## config.mk

```make
export PLATFORM = sky130hd
export DESIGN_NAME = ca1d_vga_renderer_flat
export DESIGN_NICKNAME = d
export VERILOG_FILES = /design/src/rtl/ca_vga_pkg.sv /design/src/rtl/ca1d_vga_renderer_if.sv /design/src/rtl/ca1d_next_row.sv /design/src/rtl/ca1d_vga_renderer.sv /design/src/flat_wrapper.sv
export SDC_FILE = /design/constraint.sdc
export NUM_CORES = 1
export LEC_CHECK = 0
export CORE_ASPECT_RATIO = 0.8
export CORE_MARGIN = 1
export CORE_UTILIZATION = 38
export DETAILED_ROUTE_END_ITERATION = 8
export PLACE_DENSITY = 0.57
export SYNTH_ARGS = -nofsm -noshare
export SYNTH_HDL_FRONTEND = slang
export SYNTH_HIERARCHICAL = 1
export SYNTH_SLANG_ARGS = --single-unit
```

## constraint.sdc

```tcl
create_clock -name clk -period 3.1 [get_ports clk]
set_input_delay 0.62 -clock clk [delete_from_list [all_inputs] [get_ports clk]]
set_output_delay 0.62 -clock clk [all_outputs]
set_load 0.01 [all_outputs]
```

## src/rtl/ca_vga_pkg.sv

```systemverilog
// Shared definitions for the 1-D cellular-automaton VGA renderer.
//   - default VGA active-area sizes
//   - well-known Wolfram rule numbers
//   - 6-bit RRGGBB colour type
//   - seed-fill FSM state encoding and the LFSR tap mask
package ca_vga_pkg;

  localparam int H_ACTIVE_DEF = 640;
  localparam int V_ACTIVE_DEF = 480;

  localparam logic [7:0] RULE_30  = 8'd30;
  localparam logic [7:0] RULE_90  = 8'd90;
  localparam logic [7:0] RULE_110 = 8'd110;

  // {R[1:0], G[1:0], B[1:0]}
  typedef logic [5:0] rgb6_t;

  // Seed-fill FSM state encoding
  typedef logic [0:0] fill_state_t;
  localparam fill_state_t ST_IDLE = 1'b0;
  localparam fill_state_t ST_FILL = 1'b1;

  // Right-shifting Fibonacci LFSR, taps 16,14,13,11 -> register bits 0,2,3,5
  localparam logic [15:0] LFSR_TAPS = 16'h002D;

endpackage

```

## src/rtl/ca1d_vga_renderer_if.sv

```systemverilog
// Video bus between the sync generator side and the renderer.
//   pix_x, pix_y   : current beam position
//   video_active   : display enable
//   rgb            : registered pixel colour back from the renderer
// master = timing source / pin mux side, slave = renderer.
interface ca1d_vga_renderer_if;
  import ca_vga_pkg::*;

  logic [9:0] pix_x;
  logic [9:0] pix_y;
  logic       video_active;
  rgb6_t      rgb;

  modport master (
    output pix_x,
    output pix_y,
    output video_active,
    input  rgb
  );

  modport slave (
    input  pix_x,
    input  pix_y,
    input  video_active,
    output rgb
  );

endinterface

```

## src/rtl/ca1d_next_row.sv

```systemverilog
// Combinational next-generation logic for a 1-D elementary automaton.
//   row      : current generation, bit i = cell i, cell 0 leftmost
//   rule     : Wolfram rule number, indexed by {left, centre, right}
//   wrap     : 1 = toroidal edges, 0 = cells outside the grid read as 0
//   next_row : following generation
module ca1d_next_row #(
  parameter int GRID_W = 100
) (
  input  logic [GRID_W-1:0] row,
  input  logic [7:0]        rule,
  input  logic              wrap,
  output logic [GRID_W-1:0] next_row
);

  // Row padded with one neighbour on each side:
  // ext[0] is the left neighbour of cell 0, ext[i+1] is cell i,
  // ext[GRID_W+1] is the right neighbour of cell GRID_W-1.
  logic [GRID_W+1:0] ext;

  always_comb begin
    ext      = {wrap & row[0], row, wrap & row[GRID_W-1]};
    next_row = '0;
    for (int i = 0; i < GRID_W; i++) begin
      next_row[i] = rule[{ext[i], ext[i+1], ext[i+2]}];
    end
  end

endmodule

```

## src/rtl/ca1d_vga_renderer.sv

```systemverilog
// 1-D elementary cellular-automaton renderer on the pixel clock.
// One GRID_W-bit generation is displayed per cell row; the displayed row
// (line_q) advances one generation at the end of every cell row, and is
// reloaded from the frame's top row (top_q) at each frame boundary.
//
// Ports
//   clk, rst_n  : pixel clock, synchronous active-low reset
//   vga         : video bus (pix_x, pix_y, video_active in; rgb out, 1-cycle latency)
//   rule_in     : Wolfram rule, latched at the frame boundary
//   color_in    : live-cell colour, latched at the frame boundary
//   wrap_en     : toroidal edges, latched at the frame boundary
//   scroll_en   : top row advances one generation per frame
//   seed_req    : one-cycle pulse requesting a reseed at the next frame boundary
//   seed_mode   : 0 = centre cell, 1 = LFSR fill; captured with seed_req
//   busy        : high during the LFSR fill
//   frame_rule  : rule in force for the current frame
//   fsm_state   : seed-fill FSM state
//
// Request protocol: seed_req is accepted in any cycle where no seed is
// pending and busy is low; it is then held internally until the next frame
// boundary. Requests arriving while a seed is pending or busy is high are
// dropped. busy is high for exactly GRID_W cycles starting the cycle after
// the frame boundary that starts an LFSR fill.
module ca1d_vga_renderer
  import ca_vga_pkg::*;
#(
  parameter int          H_ACTIVE  = H_ACTIVE_DEF,
  parameter int          V_ACTIVE  = V_ACTIVE_DEF,
  parameter int          GRID_W    = 100,
  parameter int          LOG_CELL  = 2,
  parameter logic [15:0] LFSR_INIT = 16'hACE1
) (
  input  logic                clk,
  input  logic                rst_n,
  ca1d_vga_renderer_if.slave  vga,
  input  logic [7:0]          rule_in,
  input  rgb6_t               color_in,
  input  logic                wrap_en,
  input  logic                scroll_en,
  input  logic                seed_req,
  input  logic                seed_mode,
  output logic                busy,
  output logic [7:0]          frame_rule,
  output fill_state_t         fsm_state
);

  localparam int PAD_LEFT = (H_ACTIVE - (GRID_W << LOG_CELL)) / 2;
  localparam int CNT_W    = (GRID_W > 2) ? $clog2(GRID_W) : 1;

  localparam logic [GRID_W-1:0] CENTRE_ROW = GRID_W'(1) << (GRID_W / 2);
  localparam logic [CNT_W-1:0]  FILL_LAST  = CNT_W'(GRID_W - 1);

  fill_state_t       state;
  logic [CNT_W-1:0]  fill_cnt;
  logic [15:0]       lfsr;
  logic              seed_pend;
  logic              seed_mode_q;
  logic [7:0]        rule_q;
  rgb6_t             colour_q;
  logic              wrap_q;
  logic [GRID_W-1:0] top_q;
  logic [GRID_W-1:0] line_q;

  logic [GRID_W-1:0] top_next;
  logic [GRID_W-1:0] line_next;

  // The top row only advances at a frame boundary, where the freshly
  // sampled rule/wrap become the new frame's settings, so it evaluates
  // against the live inputs rather than the shadows.
  ca1d_next_row #(.GRID_W(GRID_W)) u_next_top (
    .row      (top_q),
    .rule     (rule_in),
    .wrap     (wrap_en),
    .next_row (top_next)
  );

  ca1d_next_row #(.GRID_W(GRID_W)) u_next_line (
    .row      (line_q),
    .rule     (rule_q),
    .wrap     (wrap_q),
    .next_row (line_next)
  );

  // Timing events
  logic frame_edge;
  logic row_edge;

  always_comb begin
    frame_edge = (vga.pix_y == 10'(V_ACTIVE)) && (vga.pix_x == '0);
    row_edge   = (vga.pix_x == 10'(H_ACTIVE)) && (vga.pix_y < 10'(V_ACTIVE)) &&
                 (&vga.pix_y[LOG_CELL-1:0]);
  end

  // Pixel-to-cell mapping; x_off wraps below PAD_LEFT, which the explicit
  // pix_x >= PAD_LEFT term rejects.
  logic [9:0] x_off;
  logic [9:0] cell_x;
  logic       in_grid;
  logic       cell_lit;

  always_comb begin
    x_off    = vga.pix_x - 10'(PAD_LEFT);
    cell_x   = x_off >> LOG_CELL;
    in_grid  = vga.video_active && (vga.pix_x >= 10'(PAD_LEFT)) &&
               (cell_x < 10'(GRID_W));
    cell_lit = |(line_q & (GRID_W'(1) << cell_x));
  end

  always_ff @(posedge clk) begin
    if (!rst_n) begin
      state       <= ST_IDLE;
      fill_cnt    <= '0;
      lfsr        <= LFSR_INIT;
      seed_pend   <= 1'b0;
      seed_mode_q <= 1'b0;
      rule_q      <= RULE_30;
      colour_q    <= 6'b111111;
      wrap_q      <= 1'b0;
      top_q       <= CENTRE_ROW;
      line_q      <= CENTRE_ROW;
      vga.rgb     <= '0;
    end else begin
      if (seed_req && !seed_pend && (state != ST_FILL)) begin
        seed_pend   <= 1'b1;
        seed_mode_q <= seed_mode;
      end

      case (state)
        ST_FILL: begin
          // Bits enter at the right edge and march left, so the first LFSR
          // bit ends up in cell 0 after GRID_W shifts.
          top_q  <= {lfsr[0], top_q[GRID_W-1:1]};
          line_q <= {lfsr[0], line_q[GRID_W-1:1]};
          lfsr   <= {^(lfsr & LFSR_TAPS), lfsr[15:1]};
          if (fill_cnt == FILL_LAST) begin
            state     <= ST_IDLE;
            fill_cnt  <= '0;
            seed_pend <= 1'b0;
          end else begin
            fill_cnt <= fill_cnt + 1'b1;
          end
        end

        default: begin
          if (frame_edge) begin
            rule_q   <= rule_in;
            colour_q <= color_in;
            wrap_q   <= wrap_en;
            if (seed_pend) begin
              if (seed_mode_q) begin
                state    <= ST_FILL;
                fill_cnt <= '0;
              end else begin
                top_q     <= CENTRE_ROW;
                line_q    <= CENTRE_ROW;
                seed_pend <= 1'b0;
              end
            end else if (scroll_en) begin
              top_q  <= top_next;
              line_q <= top_next;
            end else begin
              line_q <= top_q;
            end
          end else if (row_edge) begin
            line_q <= line_next;
          end
        end
      endcase

      vga.rgb <= (in_grid && cell_lit) ? colour_q : '0;
    end
  end

  assign busy       = (state == ST_FILL);
  assign frame_rule = rule_q;
  assign fsm_state  = state;

endmodule

```

## src/flat_wrapper.sv

```systemverilog
// flat-port wrapper written by rule: the top's interface ports become plain ports
module ca1d_vga_renderer_flat import ca_vga_pkg::*;
#(
  parameter int          H_ACTIVE  = H_ACTIVE_DEF,
  parameter int          V_ACTIVE  = V_ACTIVE_DEF,
  parameter int          GRID_W    = 100,
  parameter int          LOG_CELL  = 2,
  parameter logic [15:0] LFSR_INIT = 16'hACE1
)
  (clk, rst_n, rule_in, color_in, wrap_en, scroll_en, seed_req, seed_mode, busy, frame_rule, fsm_state, vga_pix_x, vga_pix_y, vga_video_active, vga_rgb);
  ca1d_vga_renderer_if vga_i ();
  input  logic clk;
  input  logic rst_n;
  input  logic [7:0] rule_in;
  input  rgb6_t color_in;
  input  logic wrap_en;
  input  logic scroll_en;
  input  logic seed_req;
  input  logic seed_mode;
  output logic busy;
  output logic [7:0] frame_rule;
  output fill_state_t fsm_state;
  input wire logic [$bits(vga_i.pix_x)-1:0] vga_pix_x;
  input wire logic [$bits(vga_i.pix_y)-1:0] vga_pix_y;
  input wire logic [$bits(vga_i.video_active)-1:0] vga_video_active;
  output wire logic [$bits(vga_i.rgb)-1:0] vga_rgb;
  assign vga_i.pix_x = vga_pix_x;
  assign vga_i.pix_y = vga_pix_y;
  assign vga_i.video_active = vga_video_active;
  assign vga_rgb = vga_i.rgb;
  ca1d_vga_renderer #(.H_ACTIVE(H_ACTIVE), .V_ACTIVE(V_ACTIVE), .GRID_W(GRID_W), .LOG_CELL(LOG_CELL), .LFSR_INIT(LFSR_INIT)) u_core (.clk(clk), .rst_n(rst_n), .vga(vga_i), .rule_in(rule_in), .color_in(color_in), .wrap_en(wrap_en), .scroll_en(scroll_en), .seed_req(seed_req), .seed_mode(seed_mode), .busy(busy), .frame_rule(frame_rule), .fsm_state(fsm_state));
endmodule
```

==> insert_results.sql <==
INSERT INTO impl_metrics (metric_group, metric, value, unit) VALUES
('status', 'outcome', 'finished clean', ''),
('cts', 'cts_buffer_count', '29', ''),
('cts', 'clock_tree_from_tritoncts', 'built', ''),
('cells_and_area', 'fin_nets', '3702', ''),
('synthesis', 'synth_seq_area_share', '18.9', '%'),
('placed_design', 'port-buffer-count', '56', ''),
('cells_and_area', 'most_used_cells_in_the_layout_excluding_fill_and_tap_cells', 'sky130_fd_sc_hd__nand2_1 (458), sky130_fd_sc_hd__o21ai_0 (356), sky130_fd_sc_hd__a21oi_1 (305), sky130_fd_sc_hd__dfxtp_1 (240), sky130_fd_sc_hd__a211oi_1 (237)', ''),
('route', 'final_antenna_net_count', '0', ''),
('grt', 'grt.busiest_layer', 'met1', ''),
('critical_path', 'arrival_time_of_data_at_the_critical_path_endpoint', '3490', 'ps'),
('placed_design', 'place_congestion', '0.985', ''),
('grt', 'use_met1', '41.7', '%'),
('critical_path', 'setup.worst_path.class', 'in -> reg', ''),
('synthesis', 'synthCells', '3753', ''),
('grt', 'grt_pass1_vias', '26900', ''),
('floorplanning', 'die_area', '69800', 'um^2'),
('floorplanning', 'dieHeight', '236', 'um'),
('critical_path', 'critPathLaunch', 'vga_pix_x[4]', ''),
('route', 'dr.pass1.iters', '6', ''),
('timing', 'maxClockFrequency', '335', 'MHz'),
('route', 'vias_per_cell', '6.51', ''),
('floorplanning', 'io_pins', '57', ''),
('cts', 'cts_htree_levels', '1', ''),
('floorplanning', 'rows', '85', ''),
('power_and_ir_drop', 'power_frac_clock', '46.0', '%'),
('grt', 'global_route.usage.total', '27.8', '%'),
('synthesis', 'ys_warn_count', '6', ''),
('power_and_ir_drop', 'power.ir.vdd_worst', '394', 'uV'),
('critical_path', 'timing.critical_path.to_type', 'flop', ''),
('cells_and_area', 'mostFrequentLayoutCell', 'sky130_fd_sc_hd__nand2_1', ''),
('timing', 'hold_viol', '0', ''),
('synthesis', 'synth_edf_count', '0', ''),
('timing', 'fin_worst_hold_slack', '349', 'ps'),
('critical_path', 'timing.critical_path.fanout_max', '6', ''),
('route', 'finalWirelength', '100000', 'um'),
('synthesis', 'synthesis.area_per_instance', '6.96', 'um^2'),
('power_and_ir_drop', 'total_leakage_power', '8.41', 'nW'),
('timing', 'rsz0062_at_grt', 'false', ''),
('critical_path', 'r2r_setup_slack', '500', 'ps'),
('grt', 'global_route.usage.met2', '40.5', '%'),
('grt', 'grt_pass1_wl', '158000', 'um'),
('grt', 'met3_usage', '5.09', '%'),
('synthesis', 'ys_dominant_reg_cell', 'sky130_fd_sc_hd__dfxtp_1', ''),
('floorplanning', 'die_x', '295', 'um'),
('synthesis', 'synth_seq_cells', '247', ''),
('timing', 'setup_viol', '0', ''),
('critical_path', 'critical_path.reg2reg.startpoint', 'u_core/line_q[11]$_SDFFE_PN0P_', ''),
('critical_path', 'cp.required', '3600', 'ps'),
('cts', 'worstSkewPairLatency', '620', 'ps'),
('synthesis', 'netlist-cell-type-count', '79', ''),
('cells_and_area', 'share_of_post_route_cells_with_drive_strength_above_1', '11.8', '%'),
('cts', 'max-clock-path-buffers', '3', ''),
('power_and_ir_drop', 'cellInternalPower', '0.00555', 'W'),
('timing', 'finalCritPeriodShare', '96.3', '%'),
('placed_design', 'placed_cells_incl_taps', '4541', ''),
('route', 'wire_per_inst', '21.8', 'um'),
('grt', 'maximum_number_of_pins_on_one_net_before_global_route_repair', '136', ''),
('cts', 'cts.repair.resized', '0', ''),
('timing', 'worst_pin_slew', '988', 'ps'),
('power_and_ir_drop', 'power_share_of_the_combinational_group', '13.2', '%'),
('synthesis', 'async_reset_ff_share', '0', '%'),
('synthesis', 'netlist_area', '26100', 'um^2'),
('cells_and_area', 'syn_to_final_growth', '12.1', '%'),
('run', 'drv.max_cap_violation_count', '0', ''),
('cts', 'cts_hold_repair.buffers', '0', ''),
('floorplanning', 'core_area', '67600', 'um^2'),
('synthesis', 'synth_largest_type_area_fraction', '18.9', '%'),
('placed_design', 'hpwlAfterDp', '67100', 'um'),
('power_and_ir_drop', 'power_switching_share', '28.8', '%'),
('critical_path', 'rr_worst_depth', '7', ''),
('cells_and_area', 'final-instance-count-excl-fill', '4596', '');
## critical path, stage by stage
cell and delay (ps):
sky130_fd_sc_hd__clkdlybuf4s50_1 500, sky130_fd_sc_hd__ha_1 440, sky130_fd_sc_hd__mux2_2 360, sky130_fd_sc_hd__a32oi_1 160, sky130_fd_sc_hd__a21o_1 140, sky130_fd_sc_hd__a21oi_1 50, sky130_fd_sc_hd__or4_1 560, sky130_fd_sc_hd__a2111oi_4 330
sky130_fd_sc_hd__buf_4 240, sky130_fd_sc_hd__nor3b_1 70
## power by group through the flow
stage	logic, W	clock network (W)	registers, W
floorplan	0.000554	0	0.00325
global placement	0.00100	0	0.00325
detailed placement	0.00100	0	0.00325
CTS	0.00101	0.00365	0.00318
global route	0.00109	0.00376	0.00318
finish	0.00103	0.00358	0.00318
## layer usage
| layer | vias to the layer above | part of all wire (%) |
|---|---|---|
| li1 | 14200 | - |
| met1 | 14200 | 47 |
| met2 | 1397 | 42 |
| met3 | 147 | 9.5 |
| met4 | 0 | 2.1 |
| met5 | - | 0 |
## stage by stage
stage	setup WS, ps	power, W	utilization, %	cell area (um^2)	TNS [ps]
6_report	115	0.00780	43.3	29300	0
5_1_grt	26.7	0.00802	43.3	29300	0
3_3_place_gp	-469	0.00426	41.8	28300	-43390
2_1_floorplan	357	0.00381	-	26100	0
4_1_cts	175	0.00784	43.3	29300	0
3_5_place_dp	-455	0.00426	41.8	28300	-48780
## final cells by class
cell class | instances | area, um^2
antenna | 1 | 2.50
clock buffer | 38 | 820
clock inverter | 16 | 153
fill | 6995 | 38400
inverter | 204 | 776
multi-input combinational | 2883 | 18500
sequential | 247 | 4960
tap | 913 | 1140
timing repair buffer | 294 | 2900
## synth_stat cells, types with 3 or more instances
cell / instances
sky130_fd_sc_hd__inv_1: 197
sky130_fd_sc_hd__or2_2: 3
sky130_fd_sc_hd__mux4_2: 33
sky130_fd_sc_hd__buf_1: 11
sky130_fd_sc_hd__a21oi_1: 306
sky130_fd_sc_hd__buf_4: 20
sky130_fd_sc_hd__buf_6: 24
sky130_fd_sc_hd__nor3b_1: 8
sky130_fd_sc_hd__o21ai_0: 356
sky130_fd_sc_hd__o2111a_1: 15
sky130_fd_sc_hd__nor3_1: 70
sky130_fd_sc_hd__nand4_1: 13
sky130_fd_sc_hd__nand2_1: 459
sky130_fd_sc_hd__buf_2: 86
sky130_fd_sc_hd__o21ai_1: 62
sky130_fd_sc_hd__a211oi_1: 237
sky130_fd_sc_hd__nand3_1: 32
sky130_fd_sc_hd__mux2i_1: 86
sky130_fd_sc_hd__o311ai_0: 3
sky130_fd_sc_hd__nand4b_1: 14
sky130_fd_sc_hd__and3b_1: 8
sky130_fd_sc_hd__nor2_1: 208
sky130_fd_sc_hd__and3_1: 44
sky130_fd_sc_hd__a22oi_1: 50
sky130_fd_sc_hd__a311oi_1: 98
sky130_fd_sc_hd__dfxtp_1: 247
sky130_fd_sc_hd__inv_2: 6
sky130_fd_sc_hd__and2_1: 76
sky130_fd_sc_hd__nand2b_1: 95
sky130_fd_sc_hd__nand3b_1: 4
sky130_fd_sc_hd__o211ai_1: 7
sky130_fd_sc_hd__nor4_1: 6
sky130_fd_sc_hd__mux2_2: 66
sky130_fd_sc_hd__clkbuf_1: 278
sky130_fd_sc_hd__xnor2_1: 8
sky130_fd_sc_hd__a32oi_1: 7
sky130_fd_sc_hd__o2111ai_1: 175
sky130_fd_sc_hd__a221oi_1: 44
sky130_fd_sc_hd__a31oi_1: 81
sky130_fd_sc_hd__a2111oi_0: 149
sky130_fd_sc_hd__nor2b_1: 7
sky130_fd_sc_hd__a41oi_1: 3
## worst min-delay path by stage
stage,endpoint,cells after the start,slack (ps)
floorplan,u_core/colour_q[0]$_SDFFE_PN1P_,2,430
global placement,u_core/colour_q[2]$_SDFFE_PN1P_,2,450
detailed placement,u_core/lfsr[13]$_SDFFE_PN1P_,2,460
CTS,u_core/frame_rule[3]$_SDFFE_PN1P_,3,330
global route,u_core/frame_rule[3]$_SDFFE_PN1P_,3,360
finish,u_core/frame_rule[3]$_SDFFE_PN1P_,3,350
## sequential cells by signal, summed over array words and instances (netlist names)
| register | cells |
|---|---|
| u_core/line_q | 100 |
| u_core/top_q | 100 |
| u_core/lfsr | 16 |
| u_core/frame_rule | 8 |
| u_core/fill_cnt | 7 |
| u_core/colour_q | 6 |
| u_core/vga.rgb | 6 |
| u_core/busy | 1 |
| u_core/seed_mode_q | 1 |
| u_core/seed_pend | 1 |
| u_core/wrap_q | 1 |
## cell families (layout without fill, tap and decap cells)
family	count (synthesis)	in the layout	share of synthesized area (%)
other cells	0	1	0
mux	185	185	8.99
xor+xnor	12	12	0.575
compound gates	1621	1621	42.1
fa+ha+maj	2	2	0.0958
simple gates	1063	1063	19.0
buf+inv	623	552	10.3
flops	247	247	18.9
Power figures use the tool's default switching activity.
